===== src/rtl/step_dir_follower.sv =====
// step_dir_follower
//   Drives a stepper driver's step/dir pins so that an internal step count
//   ("actual") follows a target position coming from a same-clock quadrature
//   counter. It enforces the driver's timing: dir is stable DIR_SETUP cycles
//   before a step rising edge, step stays high STEP_HIGH cycles, and step
//   stays low at least STEP_LOW cycles after each pulse.
//
// Ports
//   clk        in   system clock, all state changes on the rising edge
//   reset      in   asynchronous, active-high reset
//   target     in   [POS_BITS] desired position (used synchronously)
//   step       out  registered step pulse
//   dir        out  registered direction, 1 = forward (increment)
//   actual     out  [POS_BITS] registered count of steps issued (modulo)
//   at_target  out  combinational actual == target
//
// Handshake: none. target is sampled only when the follower is idle; a pulse
// that has started always runs to completion.
module step_dir_follower #(
    parameter int POS_BITS  = 5,
    parameter int DIR_SETUP = 2,
    parameter int STEP_HIGH = 3,
    parameter int STEP_LOW  = 2
) (
    input  logic                clk,
    input  logic                reset,
    input  logic [POS_BITS-1:0] target,
    output logic                step,
    output logic                dir,
    output logic [POS_BITS-1:0] actual,
    output logic                at_target
);

    localparam int MAX_A = (DIR_SETUP > STEP_HIGH) ? DIR_SETUP : STEP_HIGH;
    localparam int MAX_N = (MAX_A > STEP_LOW) ? MAX_A : STEP_LOW;
    localparam int TW    = (MAX_N > 1) ? $clog2(MAX_N) : 1;

    // Timer is loaded with N-1 on state entry so the state lasts N cycles.
    localparam logic [TW-1:0] SETUP_LOAD = TW'(DIR_SETUP - 1);
    localparam logic [TW-1:0] HIGH_LOAD  = TW'(STEP_HIGH - 1);
    localparam logic [TW-1:0] LOW_LOAD   = TW'(STEP_LOW - 1);

    typedef enum logic [1:0] {
        ST_IDLE  = 2'd0,
        ST_SETUP = 2'd1,
        ST_HIGH  = 2'd2,
        ST_LOW   = 2'd3
    } state_t;

    state_t              state_q,  state_d;
    logic [TW-1:0]       timer_q,  timer_d;
    logic                step_q,   step_d;
    logic                dir_q,    dir_d;
    logic [POS_BITS-1:0] actual_q, actual_d;

    logic [POS_BITS-1:0] diff;
    logic                new_dir;

    // Modular error. A clear MSB means the forward path is strictly shorter;
    // the exact half-range value has its MSB set and therefore goes reverse.
    assign diff    = target - actual_q;
    assign new_dir = ~diff[POS_BITS-1];

    always_comb begin
        state_d  = state_q;
        timer_d  = timer_q;
        step_d   = step_q;
        dir_d    = dir_q;
        actual_d = actual_q;
        case (state_q)
            ST_IDLE: begin
                step_d = 1'b0;
                if (diff != '0) begin
                    if (new_dir != dir_q) begin
                        dir_d   = new_dir;
                        state_d = ST_SETUP;
                        timer_d = SETUP_LOAD;
                    end else begin
                        state_d = ST_HIGH;
                        timer_d = HIGH_LOAD;
                        step_d  = 1'b1;
                    end
                end
            end
            ST_SETUP: begin
                if (timer_q == '0) begin
                    state_d = ST_HIGH;
                    timer_d = HIGH_LOAD;
                    step_d  = 1'b1;
                end else begin
                    timer_d = timer_q - TW'(1);
                end
            end
            ST_HIGH: begin
                if (timer_q == '0) begin
                    // The step counts on its falling edge.
                    state_d  = ST_LOW;
                    timer_d  = LOW_LOAD;
                    step_d   = 1'b0;
                    actual_d = dir_q ? (actual_q + POS_BITS'(1))
                                     : (actual_q - POS_BITS'(1));
                end else begin
                    timer_d = timer_q - TW'(1);
                end
            end
            ST_LOW: begin
                if (timer_q == '0) begin
                    state_d = ST_IDLE;
                    timer_d = '0;
                end else begin
                    timer_d = timer_q - TW'(1);
                end
            end
            default: begin
                state_d = ST_IDLE;
                timer_d = '0;
                step_d  = 1'b0;
            end
        endcase
    end

    always_ff @(posedge clk or posedge reset) begin
        if (reset) begin
            state_q  <= ST_IDLE;
            timer_q  <= '0;
            step_q   <= 1'b0;
            dir_q    <= 1'b0;
            actual_q <= '0;
        end else begin
            state_q  <= state_d;
            timer_q  <= timer_d;
            step_q   <= step_d;
            dir_q    <= dir_d;
            actual_q <= actual_d;
        end
    end

    assign step      = step_q;
    assign dir       = dir_q;
    assign actual    = actual_q;
    assign at_target = (actual_q == target);

endmodule


===== config.mk =====
export PLATFORM = sky130hd
export DESIGN_NAME = step_dir_follower
export DESIGN_NICKNAME = d
export VERILOG_FILES = /design/src/rtl/step_dir_follower.sv
export SDC_FILE = /design/constraint.sdc
export NUM_CORES = 1
export LEC_CHECK = 0
export ABC_CLOCK_PERIOD_IN_PS = 7070
export CAP_MARGIN = 40
export CORE_ASPECT_RATIO = 0.8
export CORE_MARGIN = 5
export CORE_UTILIZATION = 57
export CTS_CLUSTER_DIAMETER = 80
export DETAILED_ROUTE_END_ITERATION = 16
export GPL_TIMING_DRIVEN = 0
export PLACE_DENSITY = 0.83
export SYNTH_ARGS = -nofsm -noshare
export SYNTH_HDL_FRONTEND = slang
export SYNTH_SLANG_ARGS = --single-unit

===== constraint.sdc =====
create_clock -name clk -period 7.07 [get_ports clk]
set_clock_uncertainty 0.2 [all_clocks]
set_input_delay 1.0605 -clock clk [delete_from_list [all_inputs] [get_ports clk]]
set_output_delay 1.0605 -clock clk [all_outputs]
set_load 0.01 [all_outputs]

## Word-level counts from Yosys, hierarchy flattened

Cells that the tools add are included.

- $add $sub $neg: 4
- Multipliers: 0
- Div/mod/pow operators: 0
- Magnitude comparators: 0
- Equality and inequality tests: 9
- Shift operators: 0
- Mux-type cells: 16
- Bitwise gates (word level): 1
- Reductions and logical operators: 8

Operators by type and width:

| operator | number |
|---|---|
| 2-bit 2-to-1 mux | 8 |
| 2-bit one-hot mux with 4 select lines | 2 |
| 2-bit inequality test (second input constant) | 4 |
| 3-bit AND reduction | 2 |
| 5-bit by 1-bit adder with 5-bit output (second input constant) | 1 |
| 5-bit equality test | 1 |
| 5-bit 2-to-1 mux | 1 |
| 5-bit nonzero test | 1 |
| 5-bit by 1-bit subtractor with 5-bit output (second input constant) | 1 |
| 5-bit subtractor | 1 |
| 2-bit equality test (second input constant) | 2 |
| 2-bit logical NOT | 2 |
| 1-bit 2-to-1 mux | 4 |
| 4-bit AND reduction | 1 |
| 1-bit one-hot mux with 3 select lines | 1 |
| 3-bit nonzero test | 1 |
| 2-bit by 1-bit equality test with 1-bit output (second input constant) | 1 |
| 2-bit AND reduction | 1 |
| 2-bit by 1-bit subtractor with 2-bit output (second input constant) | 1 |
| 1-bit inequality test | 1 |
| 1-bit inverter | 1 |

- Bits in registers: 11
- Bits in latches: 0
- Bits in writable memories: 0
- Bits in read-only memories: 0
- Input port bits: 7
- Output and inout bits: 8
- Logic and storage cells: 43
- Memories: 0

## Logic depth before layout (Yosys ltp)

Gate-level depths: netlist of run 1.

- Depth in word-level cells: 6
- Depth in mapped cells: 9
- Mapped depth without buffers: 9

## Worst setup path before layout of run 1

OpenSTA, ideal clock, no wires.

- Path kind: input -> register
- Start: input target[0]
- End: register timer_q[0]
- Library setup time: 0.125 ns
- Arrival: 2.751 ns
- Required time: 6.745 ns
- Setup slack: 3.993 ns
- Cell stages on the path: 9
- Path buffers: 0
- Cell sequence: inv_1 -> ha_1 -> inv_2 -> fa_1 -> nand3_1 -> nand2_1 -> xnor2_1 -> and3_1 -> mux2_4

- Cells in the longest elaborated chain, start to end: 6
- Elaborated cells between the ends (all ways): 8
- Those cells by class: 1 x add/sub; 2 x eq/ne; 3 x mux; 1 x bitwise; 1 x reduce/logical

RTL lines:

| element | RTL line | source |
|---|---|---|
| start: declaration | 27 | `input logic [POS_BITS-1:0] target,` |
| 5-bit subtractor (*) | 61 | `assign diff = target - actual_q;` |
| 1-bit inverter | 62 | `assign new_dir = ~diff[POS_BITS-1];` |
| 1-bit inequality test | 74 | `if (new_dir != dir_q) begin` |
| 2-bit 2-to-1 mux | 74 |  |
| 2-bit 2-to-1 mux | 73 | `if (diff != '0) begin` |
| 2-bit one-hot mux with 4 select lines | 70 | `case (state_q)` |
| end signal: assignment | 131 | `timer_q <= timer_d;` |
| end: declaration | 51 | `logic [TW-1:0] timer_q, timer_d;` |

Every way passes the cells marked *; elsewhere a longest branch is shown, timed or not. The select of a mux whose other input is x is not followed.
A chain may end at the register's enable or synchronous reset.

## Worst setup path after layout of run 1

- Start: input target[3]
- End: output at_target

- Cells in the longest elaborated chain, start to end: 1

RTL lines:

| element | RTL line | source |
|---|---|---|
| 5-bit equality test | 141 | `assign at_target = (actual_q == target);` |
| end: declaration | 31 | `output logic at_target` |

Every way passes these cells.

==> flow_metrics.py, run 1 <==
metrics = {
    "global_route": {
        "gr-usage-all-layers_pct": 18.27,
        "overflow": 0,
        "grt_pass1_vias": 881,
        "grt_pass1_wl_mm": 3.795,
        "antenna_found_initial": 0,
        "grt_max_degree": 12,
    },
    "setup_path": {
        "path_class": "in -> out",
        "arrival_ns": 2.64,
        "critPathMaxFanout": 7,
        "worst_setup_path_end_kind": "output port",
        "crit_path_start_kind": "input pin",
        "worst_ep_required_time_ns": 5.81,
    },
    "synthesis": {
        "synthCells": 110,
        "ys_ff_latch": 11,
        "dominantRegCellSynth": "dfrtp_1",
        "synthAdderAreaFrac_pct": 22.33,
        "synth_xor_area_share_pct": 7.730,
        "synth_area_leader_cell": "dfrtp_1",
        "syn-num-nets": 134,
        "yosys.area_share.simple_pct": 12.52,
        "async_flop_share_pct": 100.0,
        "synth.area.top_cells": "dfrtp_1 27%, ha_1 18%, inv_1 4.8%",
        "syn_area_per_cell_sq_um": 9.270,
        "ys_seq_area_share_pct": 26.99,
        "ys_warn_count": 0,
        "synth_area_sq_mm": 0.001020,
        "synth.area.mux_share_pct": 6.994,
        "synth_compound_area_share_pct": 18.28,
        "synth_top_area_share_pct": 26.99,
        "yosys.cell_types.count": 34,
        "synth_top_family_by_area": "adder cells",
        "synth_edf_count": 0,
    },
    "clocking": {
        "clockBufferDepth": 2,
        "ctsResizeCount": 0,
        "cts_setup_buffers": 0,
        "clk_pin_slew_worst_paths_ns": 0.07,
        "root_buffer": "clkbuf_4",
        "cts_buffers": 3,
        "clk_latency_ns": 0.27,
        "h-tree-depth": 1,
        "clkSinkCount": 11,
        "cts_tree": "built",
        "cts_hold_buf": 0,
    },
    "pwr": {
        "leakage_nw": 0.5838,
        "total_power_uw": 648.6,
        "vdd_drop_max_uv": 316.8,
        "pwr_density_cell_mw_per_mm2": 534.4,
    },
    "hold_path": {
        "hold_class": "reg -> reg",
    },
    "floorplan": {
        "dieArea_sq_mm": 0.002740,
        "die_x_um": 57.29,
        "std_cell_rows": 13,
        "core_area_sq_mm": 0.001659,
        "boundaryPins": 15,
        "start_util_pct": 61.46,
        "die_y_um": 47.83,
    },
    "timing": {
        "hold_viol_final": 0,
        "min_period_ns": 3.899,
        "maxSlewHeadroom_pct": 66.54,
        "worst_pin_slew_ns": 0.4893,
        "drv_slew": 0,
        "period_share_pct": 55.15,
        "setup_viol_count_final": 0,
        "setup_tns_ns": 0,
        "rsz0062_at_grt": "false",
        "whs_ns": 0.3525,
        "clock.fmax_mhz": 256.5,
    },
    "routing": {
        "detail-route-antenna-nets": 0,
        "wl_mm": 2.183,
        "firstDrtPassIters": 4,
        "wl_per_cell_um": 14.55,
        "viasPerCell": 5.713,
        "drtIter0Drc": 36,
        "drc": 0,
        "vias": 857,
    },
    "cells_and_area": {
        "stdcell_count": 150,
        "final_nets": 153,
        "syn_to_final_growth_pct": 19.02,
        "nFillCells": 145,
        "drive_gt1_share_pct": 7.813,
        "mostFrequentLayoutCells": "15 x ha_1, 14 x clkdlybuf4s50_1, 13 x inv_1, 11 x dfrtp_1, 8 x nand2_1",
        "diodes": 0,
        "final_common_cell": "ha_1",
    },
    "place": {
        "io_buffer_count": 14,
        "dp_hpwl_mm": 1.770,
        "dp.cells": 146,
        "routabilityCongestion": 0.8384,
    },
    "status": {
        "status": "complete, no violations",
    },
    "job": {
        "max-cap-violations": 0,
    },
}
==> final timing paths <==
path | from | endpoint | slack [ns] | cells past startpoint
max | target[3] | at_target | 3.17 | 5
min | actual[4] | actual[4] | 0.35 | 1
max reg2reg | actual[0] | timer_q[0] | 4.37 | 8
min reg2reg | actual[4] | actual[4] | 0.35 | 1
max in group asynchronous | reset | timer_q[1] | 5.49 | 2
min in group asynchronous | reset | dir | 0.89 | 2
==> Yosys cell counts, types with 2 or more instances <==
| cell type | count |
|---|---|
| xnor2_1 | 5 |
| nand2b_1 | 2 |
| inv_1 | 13 |
| a211oi_1 | 2 |
| dfrtp_1 | 11 |
| mux2i_1 | 3 |
| xor2_1 | 4 |
| a21oi_1 | 6 |
| fa_1 | 2 |
| nand2_1 | 8 |
| nor2_1 | 7 |
| o21ai_0 | 5 |
| a21o_1 | 5 |
| o21ai_1 | 2 |
| mux2_4 | 2 |
| ha_1 | 15 |
==> worst max-delay path: stages <==
cell and delay [ns]:
clkdlybuf4s50_1 0.41, ha_1 0.41, nand4_1 0.12, nor2_1 0.10, clkdlybuf4s50_1 0.53
==> flip-flops by register name, summed over array words and instances (netlist names) <==
signal   flops
dir          1
actual       5
step         1
state_q      2
timer_q      2
==> routing by layer <==
metal,wire length [um],global-route usage [%],share of wire [%],vias up
met5,0,0,0,-
met4,9,4.630,0.41,0
met3,103,5.391,4.7,2
met2,1050,34.17,48,18
met1,1019,21.18,47,417
li1,-,-,-,420
==> report_power, final <==
| part | leakage, nW | internal [mW] | switching (mW) |
|---|---|---|---|
| Sequential | 0.130 | 0.0981 | 0.0363 |
| Combinational | 0.439 | 0.224 | 0.248 |
| Clock | 0.0150 | 0.0219 | 0.0203 |
| Total | 0.584 | 0.344 | 0.305 |
==> logic make-up after synthesis <==
| group | Yosys count |
|---|---|
| multiplexers | 6 |
| flip-flops | 11 |
| buffers and inverters | 14 |
| adder cells (fa/ha/maj) | 17 |
| XOR/XNOR | 9 |
| AND/OR/NAND/NOR | 25 |
| AO/OA/AOI/OAI | 28 |
==> cell type report <==
type	instances	area, sq um	share of cell area [%]
multi-input cells	85	691.9	57.01
flip-flops and latches	11	275.3	22.68
inverters	14	52.55	4.330
well taps	22	27.53	2.268
repair buffers	14	140.1	11.55
clock buffers	4	26.28	2.165
==> metrics by stage <==
step,utilization (%),worst slack (ns),instance area (sq um)
2_1_floorplan,-,3.993,1020
5_1_grt,73.15,3.091,1214
3_3_place_gp,71.57,3.180,1187
6_report,73.15,3.171,1214
4_1_cts,73.15,3.174,1214
3_5_place_dp,71.57,3.179,1187
(Power assumes the default switching activity.)
==> run 2: changes to the inputs <==
Settings changed: ABC_CLOCK_PERIOD_IN_PS 7070 to 3800, CORE_UTILIZATION 57 to 53, PLACE_DENSITY 0.83 to 0.78.
Clock period 7.07 ns to 3.8 ns, I/O delays scaled along.
==> run 2 against run 1 <==
  * Die area grew 6.1%
  * Worst hold slack improved by 0.019 ns
  * Combinational power rose by 85%
  * Critical path depth grew 5
  * Power increased by 86%
  * Sequential cell count unchanged
  * Clock power grew 96%
  * Final area increased by 0.21%
  * Sequential share of layout area about the same
  * Critical path type is now in -> reg
  * Critical endpoint is now timer_q[0]
  * Largest power group unchanged
==> flow_metrics.py, run 2 (synthesis gave the netlist of run 1 again) <==
metrics = {
    "pwr": {
        "p_comb_share_pct": 72.3,
        "pwr_density_cell_mw_per_mm2": 993.6,
        "p_seq_share_pct": 20.9,
        "clock_power_share_pct": 6.8,
        "leakage_nw": 0.5838,
        "p_int_uw": 638.7,
        "swShare_pct": 47.15,
        "p_switching_uw": 569.7,
        "vdd_drop_max_uv": 616.4,
    },
    "routing": {
        "wl_mm": 2.190,
        "vias": 835,
        "drtIter0Drc": 10,
        "viasPerCell": 5.493,
        "firstDrtPassIters": 4,
        "drc": 0,
        "detail-route-antenna-nets": 0,
        "wl_per_cell_um": 14.41,
    },
    "floorplan": {
        "boundaryPins": 15,
        "dieArea_sq_mm": 0.002907,
        "start_util_pct": 54.92,
        "core_area_sq_mm": 0.001857,
        "die_y_um": 49.23,
        "std_cell_rows": 14,
        "die_x_um": 59.04,
    },
    "clocking": {
        "cts_hold_buf": 0,
        "h-tree-depth": 1,
        "cts_tree": "built",
        "cts_setup_buffers": 0,
        "clk_pin_slew_worst_paths_ns": 0.07,
        "clk_latency_ns": 0.27,
        "clkSinkCount": 11,
        "cts_buffers": 3,
        "ctsResizeCount": 0,
        "root_buffer": "clkbuf_4",
        "clockBufferDepth": 2,
    },
    "timing": {
        "min_period_ns": 2.995,
        "worst_pin_slew_ns": 0.5001,
        "setup_viol_count_final": 0,
        "hold_viol_final": 0,
        "rsz0062_at_grt": "false",
        "clock.fmax_mhz": 333.9,
        "setup_tns_ns": 0,
        "maxSlewHeadroom_pct": 65.79,
        "drv_slew": 0,
        "period_share_pct": 78.82,
    },
    "place": {
        "place_area_sq_mm": 0.001190,
        "dp_hpwl_mm": 1.760,
        "routabilityCongestion": 0.7862,
        "io_buffer_count": 14,
    },
    "global_route": {
        "met2_usage_pct": 25.37,
        "top_usage_layer": "met2",
        "grt_pass1_vias": 816,
        "grtUsageMet1_pct": 24.43,
        "overflow": 0,
        "gr-usage-all-layers_pct": 16.99,
        "grt_pass1_wl_mm": 3.767,
        "use_met3_pct": 2.116,
        "antenna_found_initial": 0,
        "grt_max_degree": 12,
    },
    "cells_and_area": {
        "diodes": 0,
        "syn_to_final_growth_pct": 19.26,
        "final_area_sq_mm": 0.001216,
        "largest_reg_flops": 5,
        "final_common_cell": "ha_1",
        "final_nets": 153,
        "final_core_util_pct": 65.50,
        "mostFrequentLayoutCells": "15 x ha_1, 14 x clkdlybuf4s50_1, 13 x inv_1, 11 x dfrtp_1, 8 x nand2_1",
        "drive_gt1_share_pct": 7.813,
    },
    "setup_path": {
        "path_class": "in -> reg",
        "worst_ep_required_time_ns": 3.76,
        "r2r_end": "timer_q[0]",
        "worst_setup_path_end_kind": "flip-flop",
        "max_stage_delay_ns": 0.45,
        "cp_cell_sequence": "clkdlybuf4s50_1, inv_1, ha_1, inv_2, fa_1, nor3b_1, nand2_1, mux2i_1, and3_1, mux2_4",
        "slowest_stage": "clkdlybuf4s50_1",
        "critPathMaxFanout": 4,
        "r2r_start": "actual[0]",
        "crit_path_start_kind": "input pin",
        "reg2regPathDepth": 8,
        "rrSetupSlack_ns": 1.08,
        "arrival_ns": 2.96,
    },
    "hold_path": {
        "hold_class": "reg -> reg",
        "worstHoldStart": "timer_q[0]",
        "holdPathStages": 1,
        "hold_end": "timer_q[0]",
    },
    "job": {
        "max-cap-violations": 0,
    },
    "status": {
        "status": "complete, no violations",
    },
}
[run 2: power groups by stage]
stage / Clock, mW / Sequential [mW] / Combinational, mW
after global routing: 0.0902 / 0.265 / 0.982
after floorplan: 0 / 0.257 / 0.624
after detailed placement: 0 / 0.256 / 0.864
after global placement: 0 / 0.249 / 0.824
final: 0.0825 / 0.252 / 0.873
after CTS: 0.0838 / 0.253 / 0.875
[run 2: metal layers]
layer / vias up / routed length (um)
met5: - / 0
met4: 0 / 38
met3: 5 / 98
met2: 21 / 978
met1: 387 / 1075
li1: 422 / -
[run 2: worst max-delay path by stage]
stage | start | endpoint | slack, ns | cells past startpoint
after global placement | target[0] | timer_q[0] | 0.56 | 10
after floorplan | target[0] | timer_q[0] | 1.21 | 9
final | target[0] | timer_q[0] | 0.80 | 10
after global routing | target[0] | timer_q[0] | 0.66 | 10
after detailed placement | target[0] | timer_q[0] | 0.53 | 10
after CTS | target[0] | timer_q[0] | 0.80 | 10
[run 2: stage by stage]
| stage | hold WS [ns] | setup WS [ns] | power, mW | std cells |
|---|---|---|---|---|
| floorplan | 0.2224 | 1.214 | 0.8810 | 110 |
| global placement | 0.3297 | 0.5559 | 1.073 | 148 |
| detailed placement | 0.3603 | 0.5263 | 1.120 | 148 |
| CTS | 0.3739 | 0.8001 | 1.211 | 152 |
| global route | 0.3954 | 0.6647 | 1.337 | 152 |
| finish | 0.3719 | 0.8048 | 1.208 | 152 |
[run 2: cell type report]
cell class | count | area, sq um
Multi-Input combinational cell | 85 | 691.9
Timing Repair Buffer | 14 | 140.1
Fill cell | 159 | 640.6
Tap cell | 24 | 30.03
Sequential cell | 11 | 275.3
Clock buffer | 4 | 26.28
Inverter | 14 | 52.55
[run 2: critical path: cells and delay by family]
kind                     cells  cell delay [ns]
buffers and inverters        3             0.56
adder cells (fa/ha/maj)      2             0.63
AND/OR/NAND/NOR              3             0.56
multiplexers                 2             0.64
